## src/rtl/core_inst_sequencer.sv

```systemverilog
// Autonomous instruction sequencer for one attention core: Q/K write, K load,
// execute, ofifo->pmem move, accumulation and div with handshake spacing.
// Ports: clk/reset (async, active-high); start begins one sequence from IDLE;
//   in_data/in_valid/in_ready take Q then K vectors from the host;
//   mem_in/inst drive the core (registered, one cycle behind the state that
//   produced them); busy/done/phase report progress.
module core_inst_sequencer #(
   parameter int bw              = 8,
   parameter int pr              = 16,
   parameter int col             = 8,
   parameter int total_cycle     = 8,
   parameter int gap_cycle       = 10,
   parameter int drain_cycle     = 6,
   parameter int handshake_cycle = 10
) (
   input  logic              clk,
   input  logic              reset,
   input  logic              start,
   input  logic [pr*bw-1:0]  in_data,
   input  logic              in_valid,
   output logic              in_ready,
   output logic [pr*bw-1:0]  mem_in,
   output logic [18:0]       inst,
   output logic              busy,
   output logic              done,
   output logic [3:0]        phase
);

   localparam logic [3:0] S_IDLE  = 4'd0;
   localparam logic [3:0] S_QWR   = 4'd1;
   localparam logic [3:0] S_KWR   = 4'd2;
   localparam logic [3:0] S_LOAD  = 4'd3;
   localparam logic [3:0] S_GAP1  = 4'd4;
   localparam logic [3:0] S_EXEC  = 4'd5;
   localparam logic [3:0] S_GAP2  = 4'd6;
   localparam logic [3:0] S_OFIFO = 4'd7;
   localparam logic [3:0] S_ACC   = 4'd8;
   localparam logic [3:0] S_DRAIN = 4'd9;
   localparam logic [3:0] S_DIV   = 4'd10;
   localparam logic [3:0] S_DONE  = 4'd11;

   // Last value of the in-state counter for each timed state.
   localparam logic [15:0] T_LAST    = 16'(total_cycle - 1);
   localparam logic [15:0] C_LAST    = 16'(col - 1);
   localparam logic [15:0] LOAD_LAST = 16'(col + 1);
   localparam logic [15:0] K_LAST    = 16'(col);
   localparam logic [15:0] G_LAST    = 16'(gap_cycle - 1);
   localparam logic [15:0] D_LAST    = 16'(drain_cycle - 1);
   localparam logic [15:0] H_LAST    = 16'(handshake_cycle);
   localparam logic [3:0]  ROW_LAST  = 4'(total_cycle - 1);

   logic [3:0]  state, state_nx;
   logic [15:0] cnt, cnt_nx;
   logic [15:0] cnt_m1;
   logic [3:0]  row, row_nx;
   logic [18:0] inst_nx;
   logic        accept;

   assign in_ready = (state == S_QWR) || (state == S_KWR);
   assign accept   = in_ready && in_valid;
   assign busy     = (state != S_IDLE);
   assign done     = (state == S_DONE);
   assign phase    = state;
   assign cnt_m1   = cnt - 16'd1;

   always_comb begin
      state_nx = state;
      cnt_nx   = cnt;
      row_nx   = row;
      inst_nx  = '0;
      case (state)
         S_IDLE: begin
            if (start) begin
               state_nx = S_QWR;
               cnt_nx   = '0;
               row_nx   = '0;
            end
         end
         // Write phases count accepted vectors only; a cycle without
         // in_valid issues an all-zero bubble and holds the address.
         S_QWR: begin
            if (accept) begin
               inst_nx[4]     = 1'b1;
               inst_nx[15:12] = cnt[3:0];
               if (cnt == T_LAST) begin
                  state_nx = S_KWR;
                  cnt_nx   = '0;
               end else begin
                  cnt_nx = cnt + 16'd1;
               end
            end
         end
         S_KWR: begin
            if (accept) begin
               inst_nx[2]     = 1'b1;
               inst_nx[15:12] = cnt[3:0];
               if (cnt == C_LAST) begin
                  state_nx = S_LOAD;
                  cnt_nx   = '0;
               end else begin
                  cnt_nx = cnt + 16'd1;
               end
            end
         end
         // load is framed by one idle-address cycle on each side of the
         // col kmem reads.
         S_LOAD: begin
            inst_nx[6] = 1'b1;
            if ((cnt >= 16'd1) && (cnt <= K_LAST)) begin
               inst_nx[3]     = 1'b1;
               inst_nx[15:12] = cnt_m1[3:0];
            end
            if (cnt == LOAD_LAST) begin
               state_nx = S_GAP1;
               cnt_nx   = '0;
            end else begin
               cnt_nx = cnt + 16'd1;
            end
         end
         S_GAP1, S_GAP2: begin
            if (cnt == G_LAST) begin
               state_nx = (state == S_GAP1) ? S_EXEC : S_OFIFO;
               cnt_nx   = '0;
            end else begin
               cnt_nx = cnt + 16'd1;
            end
         end
         S_EXEC: begin
            inst_nx[7]     = 1'b1;
            inst_nx[5]     = 1'b1;
            inst_nx[15:12] = cnt[3:0];
            if (cnt == T_LAST) begin
               state_nx = S_GAP2;
               cnt_nx   = '0;
            end else begin
               cnt_nx = cnt + 16'd1;
            end
         end
         S_OFIFO: begin
            inst_nx[16]   = 1'b1;
            inst_nx[0]    = 1'b1;
            inst_nx[11:8] = cnt[3:0];
            if (cnt == T_LAST) begin
               state_nx = S_ACC;
               cnt_nx   = '0;
            end else begin
               cnt_nx = cnt + 16'd1;
            end
         end
         S_ACC: begin
            inst_nx[17]   = 1'b1;
            inst_nx[1]    = 1'b1;
            inst_nx[11:8] = cnt[3:0];
            if (cnt == T_LAST) begin
               state_nx = S_DRAIN;
               cnt_nx   = '0;
            end else begin
               cnt_nx = cnt + 16'd1;
            end
         end
         S_DRAIN: begin
            if (cnt == D_LAST) begin
               state_nx = S_DIV;
               cnt_nx   = '0;
               row_nx   = '0;
            end else begin
               cnt_nx = cnt + 16'd1;
            end
         end
         // Each row holds div/pmem_rd for the issue cycle plus the
         // handshake spacing, so cnt runs 0..handshake_cycle per row.
         S_DIV: begin
            inst_nx[18]   = 1'b1;
            inst_nx[1]    = 1'b1;
            inst_nx[11:8] = row;
            if (cnt == H_LAST) begin
               cnt_nx = '0;
               if (row == ROW_LAST) begin
                  state_nx = S_DONE;
               end else begin
                  row_nx = row + 4'd1;
               end
            end else begin
               cnt_nx = cnt + 16'd1;
            end
         end
         S_DONE: begin
            state_nx = S_IDLE;
            cnt_nx   = '0;
            row_nx   = '0;
         end
         default: begin
            state_nx = S_IDLE;
            cnt_nx   = '0;
            row_nx   = '0;
         end
      endcase
   end

   always_ff @(posedge clk or posedge reset) begin
      if (reset) begin
         state  <= S_IDLE;
         cnt    <= '0;
         row    <= '0;
         inst   <= '0;
         mem_in <= '0;
      end else begin
         state <= state_nx;
         cnt   <= cnt_nx;
         row   <= row_nx;
         inst  <= inst_nx;
         if (accept) begin
            mem_in <= in_data;
         end
      end
   end

endmodule

```

## config.mk

```make
export PLATFORM = sky130hd
export DESIGN_NAME = core_inst_sequencer
export DESIGN_NICKNAME = d
export VERILOG_FILES = /design/src/rtl/core_inst_sequencer.sv
export SDC_FILE = /design/constraint.sdc
export NUM_CORES = 1
export LEC_CHECK = 0
export ABC_AREA = 1
export BUFFER_PORTS_ARGS = -buffer_cell sky130_fd_sc_hd__buf_4
export CELL_PAD_IN_SITES_DETAIL_PLACEMENT = 0
export CELL_PAD_IN_SITES_GLOBAL_PLACEMENT = 1
export CORE_UTILIZATION = 30
export DETAILED_ROUTE_END_ITERATION = 8
export PLACE_DENSITY_LB_ADDON = 0.3
export SKIP_CTS_REPAIR_TIMING = 1
export SYNTH_ARGS = -nofsm -noshare
export SYNTH_HDL_FRONTEND = slang
export SYNTH_SLANG_ARGS = --single-unit
```

## constraint.sdc

```tcl
create_clock -name clk -period 13.1 [get_ports clk]
set_input_delay 0.655 -clock clk [delete_from_list [all_inputs] [get_ports clk]]
set_output_delay 0.655 -clock clk [all_outputs]
set_load 0.01 [all_outputs]
```

==> metrics.log, run 1 <==
[metrics] status: finished, final reports clean
[metrics] row count: 58
[metrics] final standard cell utilization of the core: 42.4%
[metrics] PortBufs: 285
[metrics] CTS tree: yes
[metrics] cell at the root of the clock tree: clkbuf_16
[metrics] source of the worst register-to-register timing path: phase[0]
[metrics] Post-Syn Instances: 622
[metrics] count of final setup violators: 0
[metrics] final hold viol count: 0
[metrics] Worst Hold Slack: 423 ps
[metrics] Slew Viols, Final: 0
[metrics] Synth cell types: 29
[metrics] via-per-instance ratio: 4.39
[metrics] type of the tightest min-delay check: in2async
[metrics] number of warnings issued by yosys: 0
[metrics] Seq/Total Area, Yosys: 55.2%
[metrics] pin count of the biggest net entering global routing: 98
[metrics] proportion of layout cells with a drive suffix above 1: 50.4%
[metrics] global route overflow: 0
[metrics] final period utilization: 22.7%
[metrics] length of the first detailed-routing pass in iterations: 5
[metrics] kind of launch point of the worst setup path: register
[metrics] number of vias in the routed layout: 5492
[metrics] most frequently used cell type in the post-synthesis netlist: dfrtp_1
[metrics] Longest Clk Path Bufs: 2
[metrics] via count of the first global-routing pass: 5450
[metrics] Reg2Reg Depth: 8
[metrics] sum of routed wire length over all layers: 21200 um
[metrics] Post-Syn Area: 7670 um2
[metrics] fraction of registers with async set/reset: 100%
[metrics] post-DP HPWL: 15400 um
[metrics] number of sinks on the clock net: 169
[metrics] Yosys reg bits: 169
[metrics] largest area contributor in the synthesized netlist: dfrtp_1
[metrics] largest vdd supply drop: 0.100 mV
[metrics] timing endpoint of the critical path: inst[12]
[metrics] fmax: 0.337 GHz
[metrics] commonest cells in the netlist: 169 x dfrtp_1, 110 x mux2_4, 95 x nand2_1
[metrics] per-instance average area after synthesis: 12.3 um2
[metrics] Die Footprint: 26200 um2
[metrics] Chip Height: 162 um
[metrics] endpoint type of the worst setup path: register
[metrics] post-route setup TNS: 0 ps
[metrics] number of remaining DRC errors: 0
[metrics] area share of the largest cell type after synthesis: 55.2%
[metrics] count of flip-flops with a built-in enable after synthesis: 0
[metrics] Filler cells: 2451
[metrics] CP max FO: 76
[metrics] final clock skew: 21.1 ps
[metrics] wire length of the first global-routing pass: 32100 um
[metrics] Worst Setup SP: phase[0]
[metrics] setup repair after global routing missed its margin: no
[metrics] remaining antenna violation count after routing: 0
[metrics] area of the core: 25100 um2
[metrics] effective utilization at floorplan: 30.5%
[metrics] post-CTS clock slew at the launch and capture registers of the worst setup and hold paths: 70 ps
[metrics] worst skew pair latency: 430 ps
[metrics] number of H-tree branching levels: 4
[metrics] net count after synthesis: 759
[metrics] Routed WL per cell: 16.9 um
[metrics] total CTS buffers: 17
[metrics] number of antenna violations at the first check in global routing: 0
[metrics] top-level I/O count: 286
[metrics] layout net count: 1045
[metrics] required arrival time at the worst endpoint: 13390 ps
[metrics] final weighted congestion in routability-driven placement: 0.768
[metrics] measured slew at the worst slew-check pin: 1050 ps
[metrics] maximum capacitance violations: 0
[metrics] overall fraction of global-route tracks in use: 16.1%
[metrics] endpoint of the worst-slack reg-to-reg timing path: inst[12]
[metrics] leak pwr: 5.49 nW
[metrics] horizontal extent of the die: 162 um
[metrics] diodes inserted: 0
[metrics] arrival time of the worst setup path: 3260 ps
[metrics] FF-to-FF setup slack: 10130 ps
[metrics] Synth area leaders: dfrtp_1 55%, mux2_4 22%, nand2_1 4.7%
[metrics] Crit Path Class: reg2reg
[metrics] power per cell area: 246 nW/um2
[metrics] dominant register cell in the synthesized netlist: dfrtp_1
[metrics] growth of design area from synthesis to finish: 39.0%
[metrics] number of violations reported at the end of detailed-routing iteration 0: 379
[metrics] post-layout minimum cycle time: 2970 ps
[metrics] Relative slew margins: 30.1%
-- worst min-delay path by stage --
| stage | startpoint | endpoint | slack, ps | depth (start not counted) |
|---|---|---|---|---|
| floorplan | cnt[12] | cnt[12] | 510 | 2 |
| global placement | mem_in[36] | mem_in[36] | 490 | 1 |
| detailed placement | mem_in[88] | mem_in[88] | 490 | 1 |
| CTS | in_data[123] | mem_in[123] | 430 | 2 |
| global route | in_data[49] | mem_in[49] | 430 | 2 |
| finish | reset | mem_in[99] | 420 | 2 |
-- cell families (layout without fill, tap and decap cells) --
| logic type | after synthesis | after routing | share of synthesized area [%] |
|---|---|---|---|
| compound gates | 41 | 41 | 2.90 |
| xor+xnor | 6 | 6 | 0.685 |
| fa+ha+maj | 5 | 5 | 0.816 |
| buf+inv | 69 | 368 | 4.83 |
| flops | 169 | 169 | 55.2 |
| mux | 128 | 128 | 24.2 |
| simple gates | 204 | 204 | 11.4 |
-- layout make-up --
type	count	area (um2)	share of cell area [%]
Tap cell	330	413	3.88
Inverter	49	189	1.77
Sequential cell	169	4230	39.7
Clock buffer	18	439	4.12
Timing Repair Buffer	287	2150	20.2
Clock inverter	14	149	1.40
Multi-Input combinational cell	384	3080	28.9
-- layout by cell type (no fill, tap or decap), drive strengths merged --
master / n
a21oi: 1
clkbuf: 18
buf: 287
nand3: 19
o22ai: 4
nor3: 12
inv: 55
dfrtp: 169
nand4: 4
clkinvlp: 1
xor2: 6
clkinv: 7
o211ai: 3
o31ai: 1
o21ai: 31
mux2: 128
ha: 5
o21bai: 1
nand2: 99
nor2: 70
-- stage by stage --
stage | worst slack (ps) | std cells | cell area, um2 | total power [mW]
after floorplan | 7870 | 622 | 7670 | 1.62
after global placement | 10020 | 1219 | 10100 | 2.14
after detailed placement | 10020 | 1219 | 10100 | 2.15
after CTS | 10010 | 1251 | 10700 | 2.66
after global routing | 9790 | 1251 | 10700 | 2.78
final | 10130 | 1251 | 10700 | 2.62
-- sequential cells by signal, indices dropped and copies added, names as in the netlist --
register / cells
mem_in: 128
inst: 17
cnt: 16
phase: 4
row: 4
-- worst max-delay path, stage by stage, from the launching register on --
cell     delay [ps]
dfrtp_1         450
nand2_1         180
nand3_4         160
inv_2            90
nand2_8         510
buf_4           860
nand2_1         260
o21ai_0         230
a21oi_1          60
-- layer usage --
metal	GRT usage (%)	share of wire [%]	vias to the layer above
met5	0	0	-
met4	4.89	1.5	0
met3	4.21	6.4	19
li1	-	-	2635
met2	27.2	50	172
met1	20.0	42	2666
-- power by group --
part	internal (mW)	switching, mW
clock network	0.260	0.240
registers	0.749	0.136
logic	0.699	0.541
total	1.71	0.917
Power figures use the tool's default switching activity.
==> run 2, diff against run 1 <==
- clock period: 13.1 -> 2.95 ns (I/O delays scaled with it)
==> run 2 against run 1 <==
- final cell count rose by 11%
- non-clock buffer count rose by 132
- critical endpoint is now mem_in[98]
- die area did not move
- critical path depth fell by 2
==> metrics.log, run 2 (same netlist as run 1, synthesis figures left out) <==
[metrics] post-layout minimum cycle time: 2250 ps (-718 ps)
[metrics] number of H-tree branching levels: 4 (unchanged)
[metrics] area of the core: 25100 um2 (unchanged)
[metrics] global route overflow: 0 (unchanged)
[metrics] cell at the root of the clock tree: clkbuf_16
[metrics] number of violations reported at the end of detailed-routing iteration 0: 323 (-15%)
[metrics] power per cell area: 989 nW/um2 (+300%)
[metrics] wire length of the first global-routing pass: 32300 um (+0.60%)
[metrics] flip-flop count of the largest register after layout: 128 (unchanged)
[metrics] total CTS buffers: 17 (unchanged)
[metrics] sum of routed wire length over all layers: 23000 um (+8.6%)
[metrics] pin count of the biggest net entering global routing: 113 (+15%)
[metrics] length of the first detailed-routing pass in iterations: 4 (-1)
[metrics] final weighted congestion in routability-driven placement: 0.795 (+3.5%)
[metrics] fmax: 0.444 GHz (+32%)
[metrics] highest-count cells in the layout ignoring fill and taps: 287 x buf_4, 169 x dfrtp_1, 129 x dlygate4sd3_1, 110 x mux2_4, 95 x nand2_1
[metrics] diodes inserted: 0 (unchanged)
[metrics] number of antenna violations at the first check in global routing: 0 (unchanged)
[metrics] top-level I/O count: 286 (unchanged)
[metrics] source of the worst register-to-register timing path: phase[0]
[metrics] arrival time of the worst setup path: 2570 ps (-690 ps)
[metrics] growth of design area from synthesis to finish: 56.7%
[metrics] number of remaining DRC errors: 0 (unchanged)
[metrics] FF-to-FF setup slack: 700 ps (-9430 ps)
[metrics] Die Footprint: 26200 um2 (unchanged)
[metrics] PortBufs: 285 (unchanged)
[metrics] routed wl met3: 1170 um (-14%)
[metrics] type of the tightest min-delay check: in2reg
[metrics] number of vias in the routed layout: 5902 (+7.5%)
[metrics] Crit Path Class: reg2reg
[metrics] maximum capacitance violations: 0 (unchanged)
[metrics] overall fraction of global-route tracks in use: 16.3% (+0.24 points)
[metrics] status: finished, final reports clean
[metrics] Routed WL per cell: 16.6 um (-1.8%)
[metrics] top sig layer: met4
[metrics] endpoint of the worst-slack reg-to-reg timing path: mem_in[98]
[metrics] most common cell after layout, fill and taps aside: buf_4
[metrics] post-DP HPWL: 15800 um (+3.0%)
[metrics] worst hold path endpoint: inst[2]
[metrics] leak pwr: 6.06 nW (+10%)
[metrics] via count of the first global-routing pass: 5365 (-1.6%)
[metrics] final hold viol count: 0 (unchanged)
[metrics] endpoint type of the worst setup path: register
[metrics] post-CTS clock slew at the launch and capture registers of the worst setup and hold paths: 70 ps (about the same)
[metrics] effective utilization at floorplan: 30.5% (unchanged)
[metrics] switching power share of the total: 35.4% (+0.46 points)
[metrics] measured slew at the worst slew-check pin: 650 ps (-399 ps)
[metrics] largest registers in the final layout: mem_in (128), inst (17), cnt (16)
[metrics] CTS tree: yes
[metrics] final clock skew: 14.5 ps (-6.63 ps)
[metrics] count of final setup violators: 0 (unchanged)
[metrics] post-route setup TNS: 0 ps (unchanged)
[metrics] Reg2Reg Depth: 6 (-2)
[metrics] share of total power in sequential cells: 33.3% (-0.4 points)
[metrics] row count: 58 (unchanged)
[metrics] largest vdd supply drop: 0.477 mV (+380%)
[metrics] final period utilization: 76.3% (+54 points)
[metrics] required arrival time at the worst endpoint: 3270 ps (-10120 ps)
[metrics] routed length on met1: 9990 um (+11%)
[metrics] setup repair after global routing missed its margin: no
[metrics] Cells on Worst Hold Path: 3
[metrics] worst skew pair latency: 440 ps (about the same)
[metrics] Internal Dissipation: 7.68 mW (+350%)
[metrics] portion of total power attributed to combinational logic: 47.6% (+0.3 points)
[metrics] number of sinks on the clock net: 169 (unchanged)
[metrics] horizontal extent of the die: 162 um (unchanged)
[metrics] proportion of layout cells with a drive suffix above 1: 44.3% (-6.0 points)
[metrics] clock network power share: 19.1% (about the same)
[metrics] Most flops, register: mem_in
[metrics] metal2 WL: 11600 um (+10%)
[metrics] sw power: 4.21 mW (+360%)
[metrics] layout net count: 1177 (+13%)
[metrics] Hold Crit Start: in_valid
[metrics] Slew Viols, Final: 0 (unchanged)
[metrics] CP max FO: 35 (-54%)
[metrics] final standard cell utilization of the core: 47.9% (+5.4 points)
[metrics] via-per-instance ratio: 4.27 (-2.8%)
[metrics] Longest Clk Path Bufs: 2 (unchanged)
[metrics] remaining antenna violation count after routing: 0 (unchanged)
[metrics] Chip Height: 162 um (unchanged)
[metrics] Relative slew margins: 56.7% (+27 points)
[metrics] kind of launch point of the worst setup path: register
-- run 2: cell types whose count changed in the layout (fill, tap and decap cells not counted), sizes merged --
cell         before  now
buf             287  290
clkbuf           18   17
clkinv            7    8
dlygate4sd3       0  129
-- run 2: cell type report --
cell class | instances | area [um2]
clock buffers | 17 | 425
clock inverters | 15 | 173
fillers | 2290 | 13100
inverters | 49 | 188
multi-input cells | 384 | 3080
flip-flops and latches | 169 | 4230
well taps | 330 | 413
repair buffers | 419 | 3510
-- run 2: how the worst max path moves through the flow --
stage / start / to / cells after the start / slack (ps)
final: phase[0] / mem_in[98] / 6 / 700
after global routing: phase[0] / mem_in[98] / 6 / 550
after CTS: phase[0] / mem_in[49] / 6 / 700
after detailed placement: phase[0] / mem_in[23] / 6 / 710
after global placement: phase[0] / mem_in[29] / 6 / 750
after floorplan: reset / cnt[0] / 1 / 650
-- run 2: power by group through the flow --
stage | Clock [mW] | Sequential (mW) | Combinational [mW]
finish | 2.27 | 3.95 | 5.66
global route | 2.44 | 4.07 | 6.03
CTS | 2.34 | 3.94 | 5.58
detailed placement | 0 | 3.97 | 5.55
global placement | 0 | 3.95 | 5.52
floorplan | 0 | 4.35 | 2.85
-- run 2: through the flow --
step	hold slack [ps]	area, um2	total power [mW]	instances	setup WS, ps
2_1_floorplan	296	7670	7.19	622	648
3_3_place_gp	296	10100	9.47	1222	750
3_5_place_dp	296	10100	9.52	1222	711
4_1_cts	-187	10700	11.9	1254	700
5_1_grt	95.8	12000	12.5	1383	547
6_report	102	12000	11.9	1383	700
-- run 2: per-layer routing --
layer,vias up,global-route usage (%)
met4,0,4.80
met5,-,0
met2,171,27.5
met3,18,4.16
met1,2820,20.5
li1,2893,-
-- run 2: critical path, cell delays in order (launching register included) --
cell	delay [ps]
dfrtp_1	460
nand2_1	180
nand3_4	150
inv_2	80
nand2_8	260
buf_4	610
mux2_4	350
